$ cat config.mk
export PLATFORM = sky130hd
export DESIGN_NAME = emg_multi_ch
export DESIGN_NICKNAME = d
export VERILOG_FILES = /design/src/rtl/emg_pkg.sv /design/src/rtl/emg_mac_unit.sv /design/src/rtl/emg_multi_ch.sv
export SDC_FILE = /design/constraint.sdc
export NUM_CORES = 2
export LEC_CHECK = 0
export CORE_ASPECT_RATIO = 1.2
export CORE_UTILIZATION = 50
export CTS_CLUSTER_SIZE = 40
export DETAILED_ROUTE_END_ITERATION = 10
export PLACE_DENSITY = 0.67
export SYNTH_ARGS = -nofsm -noshare
export SYNTH_HDL_FRONTEND = slang
export SYNTH_HIERARCHICAL = 1
export SYNTH_SLANG_ARGS = --single-unit
export TNS_END_PERCENT = 30
$ cat constraint.sdc
create_clock -name clk -period 14.4 [get_ports clk]
set_clock_uncertainty 0.05 [all_clocks]
set_input_delay 3.6 -clock clk [delete_from_list [all_inputs] [get_ports clk]]
set_output_delay 3.6 -clock clk [all_outputs]
set_load 0.01 [all_outputs]
$ cat src/rtl/emg_pkg.sv
`default_nettype none
// +----------------------------------------------------------------------+
// | emg_pkg : shared widths, FSM encoding and saturation for emg_multi_ch |
// | Rev 1.0                                                                |
// +----------------------------------------------------------------------+
package emg_pkg;

    typedef enum logic [1:0] {
        ST_IDLE  = 2'd0,
        ST_SHIFT = 2'd1,
        ST_ACCUM = 2'd2,
        ST_DONE  = 2'd3
    } state_t;

    // Index width that stays at least one bit for single-entry ranges.
    function automatic int idx_w(input int n);
        return (n > 1) ? $clog2(n) : 1;
    endfunction

    function automatic int acc_w(input int cnt_w, input int coef_w, input int taps);
        return cnt_w + coef_w + 1 + $clog2(taps);
    endfunction

    function automatic logic signed [63:0] saturate(input logic signed [63:0] v,
                                                    input int out_w);
        logic signed [63:0] hi;
        logic signed [63:0] lo;
        if (out_w >= 64) begin
            return v;
        end
        hi = (64'sd1 <<< (out_w - 1)) - 64'sd1;
        lo = -hi - 64'sd1;
        if (v > hi) begin
            return hi;
        end
        if (v < lo) begin
            return lo;
        end
        return v;
    endfunction

endpackage
`default_nettype wire

$ cat src/rtl/emg_mac_unit.sv
`default_nettype none
// +----------------------------------------------------------------------+
// | emg_mac_unit : unsigned-count x signed-coef MAC with clear/enable     |
// | Rev 1.0                                                                |
// +----------------------------------------------------------------------+
module emg_mac_unit
    import emg_pkg::*;
#(
    parameter int CNT_W  = 9,
    parameter int COEF_W = 16,
    parameter int OUT_W  = 32,
    parameter int ACC_W  = 30
) (
    input  logic                     clk,
    input  logic                     reset,
    input  logic                     clr,
    input  logic                     en,
    input  logic        [CNT_W-1:0]  cnt,
    input  logic signed [COEF_W-1:0] coef,
    output logic signed [ACC_W-1:0]  acc_next,
    output logic signed [OUT_W-1:0]  result_sat
);

    localparam int PROD_W = CNT_W + COEF_W + 1;

    logic signed [PROD_W-1:0] prod;
    logic signed [ACC_W-1:0]  acc;

    assign prod = $signed({1'b0, cnt}) * coef;

    // acc_next already includes the current product, so a channel result is
    // available in the same cycle its last tap is presented.
    assign acc_next   = (clr ? '0 : acc) + ACC_W'(prod);
    assign result_sat = OUT_W'(saturate(64'(acc_next), OUT_W));

    always_ff @(posedge clk) begin
        if (reset) begin
            acc <= '0;
        end else if (en) begin
            acc <= acc_next;
        end
    end

endmodule
`default_nettype wire

$ cat src/rtl/emg_multi_ch.sv
`default_nettype none
// +----------------------------------------------------------------------+
// | emg_multi_ch : multi-channel EMG synthesiser, shared time-mux MAC     |
// | Rev 1.0                                                                |
// +----------------------------------------------------------------------+
module emg_multi_ch
    import emg_pkg::*;
#(
    parameter int NCH    = 4,
    parameter int TAPS   = 16,
    parameter int CNT_W  = 9,
    parameter int COEF_W = 16,
    parameter int OUT_W  = 32
) (
    input  logic                       clk,
    input  logic                       reset,
    input  logic                       sample_stb,
    input  logic [NCH*CNT_W-1:0]       spk_cnt,
    input  logic                       coef_we,
    input  logic [$clog2(TAPS)-1:0]    coef_addr,
    input  logic signed [COEF_W-1:0]   coef_data,
    output logic [NCH*OUT_W-1:0]       emg_out,
    output logic signed [OUT_W-1:0]    emg_sum,
    output logic                       emg_valid,
    output logic                       busy,
    output logic                       overrun,
    output logic                       coef_err
);

    localparam int TAP_W = idx_w(TAPS);
    localparam int CH_W  = idx_w(NCH);
    localparam int ACC_W = acc_w(CNT_W, COEF_W, TAPS);
    localparam int SUM_W = ACC_W + CH_W;

    state_t                   state;
    state_t                   state_next;
    logic [NCH*CNT_W-1:0]     cnt_cap;
    logic [CNT_W-1:0]         hist [NCH][TAPS];
    logic signed [COEF_W-1:0] coef_wr  [TAPS];
    logic signed [COEF_W-1:0] coef_act [TAPS];
    logic [CH_W-1:0]          ch_idx;
    logic [TAP_W-1:0]         tap_idx;
    logic signed [ACC_W-1:0]  stage_raw [NCH];
    logic signed [OUT_W-1:0]  stage_sat [NCH];
    logic                     last_tap;
    logic                     last_ch;
    logic                     mac_en;
    logic                     mac_clr;
    logic [CNT_W-1:0]         mac_cnt;
    logic signed [COEF_W-1:0] mac_coef;
    logic signed [ACC_W-1:0]  mac_acc;
    logic signed [OUT_W-1:0]  mac_sat;
    logic signed [SUM_W-1:0]  sum_full;
    logic signed [OUT_W-1:0]  sum_sat;

    assign last_tap = (tap_idx == TAP_W'(TAPS - 1));
    assign last_ch  = (ch_idx == CH_W'(NCH - 1));
    assign mac_cnt  = hist[ch_idx][tap_idx];
    assign mac_coef = coef_act[tap_idx];

    always_ff @(posedge clk) begin
        if (reset) begin
            state <= ST_IDLE;
        end else begin
            state <= state_next;
        end
    end

    always_comb begin
        state_next = state;
        busy       = (state != ST_IDLE);
        mac_en     = (state == ST_ACCUM);
        mac_clr    = (tap_idx == '0);
        case (state)
            ST_IDLE:  if (sample_stb) state_next = ST_SHIFT;
            ST_SHIFT: state_next = ST_ACCUM;
            ST_ACCUM: if (last_tap && last_ch) state_next = ST_DONE;
            ST_DONE:  state_next = ST_IDLE;
            default:  state_next = ST_IDLE;
        endcase
    end

    // Writes land in a shadow kernel; the active kernel is snapshotted when a
    // sample is accepted, so a same-cycle write only affects later samples.
    always_ff @(posedge clk) begin
        if (coef_we && state == ST_IDLE) begin
            coef_wr[coef_addr] <= coef_data;
        end
        if (sample_stb && state == ST_IDLE) begin
            coef_act <= coef_wr;
        end
    end

    always_comb begin
        sum_full = '0;
        for (int c = 0; c < NCH; c++) begin
            sum_full = sum_full + SUM_W'(stage_raw[c]);
        end
        sum_sat = OUT_W'(saturate(64'(sum_full), OUT_W));
    end

    always_ff @(posedge clk) begin
        if (reset) begin
            cnt_cap   <= '0;
            ch_idx    <= '0;
            tap_idx   <= '0;
            emg_out   <= '0;
            emg_sum   <= '0;
            emg_valid <= 1'b0;
            overrun   <= 1'b0;
            coef_err  <= 1'b0;
            for (int c = 0; c < NCH; c++) begin
                stage_raw[c] <= '0;
                stage_sat[c] <= '0;
                for (int k = 0; k < TAPS; k++) begin
                    hist[c][k] <= '0;
                end
            end
        end else begin
            emg_valid <= 1'b0;
            if (sample_stb && state != ST_IDLE) begin
                overrun <= 1'b1;
            end
            if (coef_we && state != ST_IDLE) begin
                coef_err <= 1'b1;
            end
            case (state)
                ST_IDLE: begin
                    ch_idx  <= '0;
                    tap_idx <= '0;
                    if (sample_stb) begin
                        cnt_cap <= spk_cnt;
                    end
                end
                ST_SHIFT: begin
                    for (int c = 0; c < NCH; c++) begin
                        for (int k = TAPS - 1; k > 0; k--) begin
                            hist[c][k] <= hist[c][k-1];
                        end
                        hist[c][0] <= cnt_cap[c*CNT_W +: CNT_W];
                    end
                end
                ST_ACCUM: begin
                    if (last_tap) begin
                        stage_raw[ch_idx] <= mac_acc;
                        stage_sat[ch_idx] <= mac_sat;
                        tap_idx           <= '0;
                        ch_idx            <= ch_idx + 1'b1;
                    end else begin
                        tap_idx <= tap_idx + 1'b1;
                    end
                end
                ST_DONE: begin
                    for (int c = 0; c < NCH; c++) begin
                        emg_out[c*OUT_W +: OUT_W] <= stage_sat[c];
                    end
                    emg_sum   <= sum_sat;
                    emg_valid <= 1'b1;
                end
                default: ;
            endcase
        end
    end

    emg_mac_unit #(
        .CNT_W  (CNT_W),
        .COEF_W (COEF_W),
        .OUT_W  (OUT_W),
        .ACC_W  (ACC_W)
    ) u_mac (
        .clk        (clk),
        .reset      (reset),
        .clr        (mac_clr),
        .en         (mac_en),
        .cnt        (mac_cnt),
        .coef       (mac_coef),
        .acc_next   (mac_acc),
        .result_sat (mac_sat)
    );

endmodule
`default_nettype wire

; After elaboration in Yosys (flattened, before gate mapping)
; Memories as Yosys holds them, arrays and structs flattened. A register that Yosys moved wholly into a read port is not among the register bits.
; Index checks and enable logic that the tools add are counted.
[totals]
mem_bits_rw = 824
word_cells = 260
mem_count = 3
regBits = 621
output_inout_bits = 164
input_bits = 60
[classes]
n_bitwise = 66
eq_ne = 8
n_mux = 113
reduce_logical = 15
n_mul = 1
addsub = 6
magnitude_cmp = 7
[mem_list]
columns = name, words, width, rd, rd_ports_with_merged_regs, write_ports, line
row1 = hist, 4, 144, 5, 1, 4, emg_multi_ch.sv:38  ; logic [CNT_W-1:0] hist [NCH][TAPS];
row2 = stage_sat, 4, 32, 4, 4, 4, emg_multi_ch.sv:44  ; logic signed [OUT_W-1:0] stage_sat [NCH];
row3 = stage_raw, 4, 30, 4, 0, 4, emg_multi_ch.sv:43  ; logic signed [ACC_W-1:0] stage_raw [NCH];
[op_table]
columns = op, n
row1 = $mux 9, 66
row2 = $mux 32, 9
row3 = $bwmux 256, 1
row4 = $bmux 16 s4, 1
row5 = $demux 16 s4, 1
row6 = $or 1x1->1, 64
row7 = $mux 30, 2
row8 = $mux 16, 3
row9 = $bmux 9 s4, 1
row10 = $add 31x30->32, 1
row11 = $add 32x30->32, 1
row12 = $gt 30x32->1 const B, 1
row13 = $gt 32x32->1 const B, 1
row14 = $lt 30x32->1 const B, 1
row15 = $lt 32x32->1 const B, 1
row16 = $reduce_or 32->1, 1
row17 = $add 30x30->31, 1
row18 = $add 30x30->30, 1
row19 = $reduce_or 30->1, 1
row20 = $mul 10x16->26, 1
row21 = $mux 1, 18
row22 = $mux 2, 7
row23 = $ge 5x5->1 const B, 2
row24 = $not 4->5, 2
row25 = other kinds (17), 28

; Logic depth before layout (Yosys ltp)
[logic_depth]
ltp_word = 12
ltp_mapped = 40
ltp_nobuf = 35

; By module
; Netlist, hierarchy kept.
[modules_own_cells]
columns = mod, cells_per_inst, n_inst, seq_area_each_um2, area_each_um2
row1 = emg_multi_ch, 3897, 1, 44212.4, 63096.8
row2 = emg_mac_unit, 965, 1, 600.6, 8260.4

; Least setup slack after synthesis
; OpenSTA, ideal clock, no wires.
[synth_path]
kind = input port to flip-flop
from = input sample_stb
to = register coef_act[0] in the netlist's numbering, enable pin
setup_slack_ns = 2.625
path_buffers = 1
required_time_ns = 13.630
t_arrival_ns = 11.006
setup_ns = 0.720
stages = 3
cell_sequence = nand2_1 > inv_2 > buf_1
[synth_via]
elab_chain_len = 1
[synth_rtl]
columns = item, line
row1 = "start, declared", emg_multi_ch.sv:17  ; input logic sample_stb,
row2 = $logic_and 1x1->1, emg_multi_ch.sv:89  ; if (sample_stb && state == ST_IDLE) begin
row3 = "end signal, assigned", emg_multi_ch.sv:90  ; coef_act <= coef_wr;
row4 = "end, declared", emg_multi_ch.sv:40  ; logic signed [COEF_W-1:0] coef_act [TAPS];
; Every way passes these cells.
; A chain may end at the register's enable or synchronous reset.

==> results.json <==
{
  "synth_top_area_cell": "edfxtp_1",
  "fillerInstances": 11100,
  "cts_root_buf": "clkbuf_16",
  "wl_um": 143000,
  "post-dp-hpwl_um": 89600,
  "grt_max_degree": 275,
  "area_delta_synth_final_pct": 12.9,
  "insertion_delay_ps": 790,
  "finalMaxSlewViolations": 0,
  "synth_top_area_share_pct": 55.8,
  "worstSetupPathType": "register to register",
  "rows": 151,
  "cts_htree_levels": 4,
  "setup_viol": 0,
  "antenna_found_initial": 2,
  "place_inst": 6726,
  "die-width_um": 347,
  "relSlewSlack_pct": 21.3,
  "syn_area_per_cell_sq_um": 14.7,
  "antenna-diode-count": 0,
  "status": "finished, final reports clean",
  "cts_buffers": 154,
  "overflow": 0,
  "synth-edff-count": 1327,
  "cts_setup_buffers": 0,
  "max_stage_delay_ps": 840,
  "syn-num-nets": 5230,
  "synthArstFlopShare_pct": 0,
  "start_util_pct": 50.5,
  "seq_area_frac_synth_pct": 62.8,
  "grt_pass1_vias": 38900,
  "ant_nets": 0,
  "cts_hold_buf": 0,
  "clk_pin_slew_worst_paths_ps": 60,
  "vias": 38000,
  "cp.required_ps": 14880,
  "final_common_cell": "edfxtp_1",
  "drt_pre_antenna_iters": 5,
  "synthesis.area_sq_um": 71400,
  "nets": 5414,
  "min_from": "coef_wr[254]$_DFFE_PP_",
  "rsz0062_at_grt": "false",
  "min_path_type": "register to register",
  "cts_resized": 0,
  "cp_common_cell": "fa_1",
  "layout_common_cells": "1327 x edfxtp_1, 895 x and2_1, 347 x inv_1",
  "critPathMaxFanout": 39,
  "die_area_sq_um": 144000,
  "port_buffers": 223,
  "cts_tree": "built",
  "post_drt_wl_per_cell_um": 20.4,
  "synthTopCellsByArea": "edfxtp_1 56%, mux4_2 8.2%, and2_1 7.8%, dfxtp_1 7.0%, fa_1 5.2%",
  "layout-drive-gt1-share_pct": 11.6,
  "fin_crit_sh_pct": 76.1,
  "clkSinkCount": 1575,
  "fin_cells": 7008,
  "setup_tns_ps": 0,
  "drt_iter0_markers": 2625,
  "design.core.area_sq_um": 141000,
  "grt_first_pass_wirelength_um": 224000,
  "fmax_mhz": 91.3,
  "ys_ff_latch": 1575,
  "drv_cap": 0,
  "vias_per_cell": 5.42,
  "globalplace.congestion": 0.881,
  "ios": 224,
  "reg2reg_slack_ps": 3450,
  "ys_types": 88,
  "min_period_ps": 10950,
  "hold_viol_final": 0,
  "max_slew.worst_pin.slew_ps": 1180,
  "cp-end-kind": "register",
  "grt.total_usage_pct": 20.2,
  "synthFlopType": "edfxtp_1",
  "drc_errors": 0,
  "critPathLaunchType": "register",
  "worst_hold_slack_ps": 357,
  "yosys_warnings": 6,
  "cts_buffer_depth": 3,
  "cp.arrival_ps": 11430,
  "syn_inst": 4862,
  "slowest_stage": "dfxtp_4",
  "die_h_um": 416
}
==> layer usage <==
metal | global-route usage [%] | routed length [um]
met1 | 26.6 | 61500
met2 | 33.9 | 70600
met3 | 3.23 | 6900
met4 | 6.97 | 4220
met5 | 0 | 19
==> cells in the mapped netlist, types with 7 or more instances <==
cell type	n
edfxtp_1	1327
and2_1	895
inv_1	348
mux4_2	260
dfxtp_1	248
nor2_1	248
nand2_1	223
fa_1	184
clkbuf_1	183
mux2i_1	166
ha_1	124
a21oi_1	113
xnor2_1	46
o21ai_0	43
buf_1	33
xor2_1	33
nor2b_1	32
o21a_1	23
buf_2	21
nand3_1	21
a21o_1	20
a22oi_1	19
nor3_1	19
buf_4	18
nand4_1	16
a211oi_1	13
and3_1	13
nand2b_1	12
or2_2	11
o21ai_1	9
a31oi_1	7
o211ai_1	7
o21bai_1	7
o31ai_1	7
==> final timing paths <==
kind              depth (start not counted)                         end
hold reg to reg                           0     coef_act[254]$_DFFE_PP_
hold / removal                            0     coef_act[254]$_DFFE_PP_
setup reg to reg                         34  stage_sat[3][29]$_DFFE_PP_
setup / recovery                         34  stage_sat[3][29]$_DFFE_PP_
==> per-stage QoR <==
step	utilization [%]	area [sq um]	setup slack (ps)
finish	57.0	80600	3450
global placement	53.4	75400	3570
detailed placement	53.4	75400	3370
floorplan	-	71400	2620
global route	57.0	80600	2590
CTS	57.0	80600	3340
==> critical path, delay by kind of cell, from the launching register on <==
kind / cells / cell delay [ps]
adders and majority gates: 7 / 3460
and+or+nand+nor: 9 / 2140
AOI/OAI and AO/OA: 7 / 1380
buffers and inverters: 6 / 1200
muxes: 2 / 1080
DFF: 1 / 840
xor gates and xnor gates: 3 / 460
==> final cells by class <==
class | instances | area (sq um) | share of cell area [%]
flip-flops and latches | 1575 | 44800 | 55.6
multi-input cells | 2676 | 24200 | 30.1
clock buffers | 202 | 4220 | 5.24
repair buffers | 289 | 2780 | 3.45
well taps | 1836 | 2300 | 2.85
inverters | 350 | 1320 | 1.64
clock inverters | 80 | 906 | 1.12
==> flip-flops by register name (all words and copies together) (netlist names), 2 cells and up, named ones only <==
| name | cells |
|---|---|
| ch_idx | 2 |
| stage_raw | 120 |
| coef_wr | 256 |
| emg_sum | 32 |
| coef_act | 256 |
| u_mac/acc | 30 |
| emg_out | 128 |
| hist | 576 |
| stage_sat | 128 |
| state | 2 |
| tap_idx | 4 |
| cnt_cap | 36 |
==> logic make-up after synthesis <==
| group | Yosys count | share of synthesized area [%] |
|---|---|---|
| AO/OA/AOI/OAI | 337 | 3.22 |
| flip-flops | 1575 | 62.8 |
| AND/OR/NAND/NOR | 1525 | 11.7 |
| XOR/XNOR | 79 | 0.970 |
| adder cells (fa/ha/maj) | 308 | 7.34 |
| buffers and inverters | 611 | 3.41 |
| multiplexers | 427 | 10.6 |
Power is left out: the tool's default activity adds up to more than one toggle a clock period on the data nets, which glitch-free logic cannot reach.
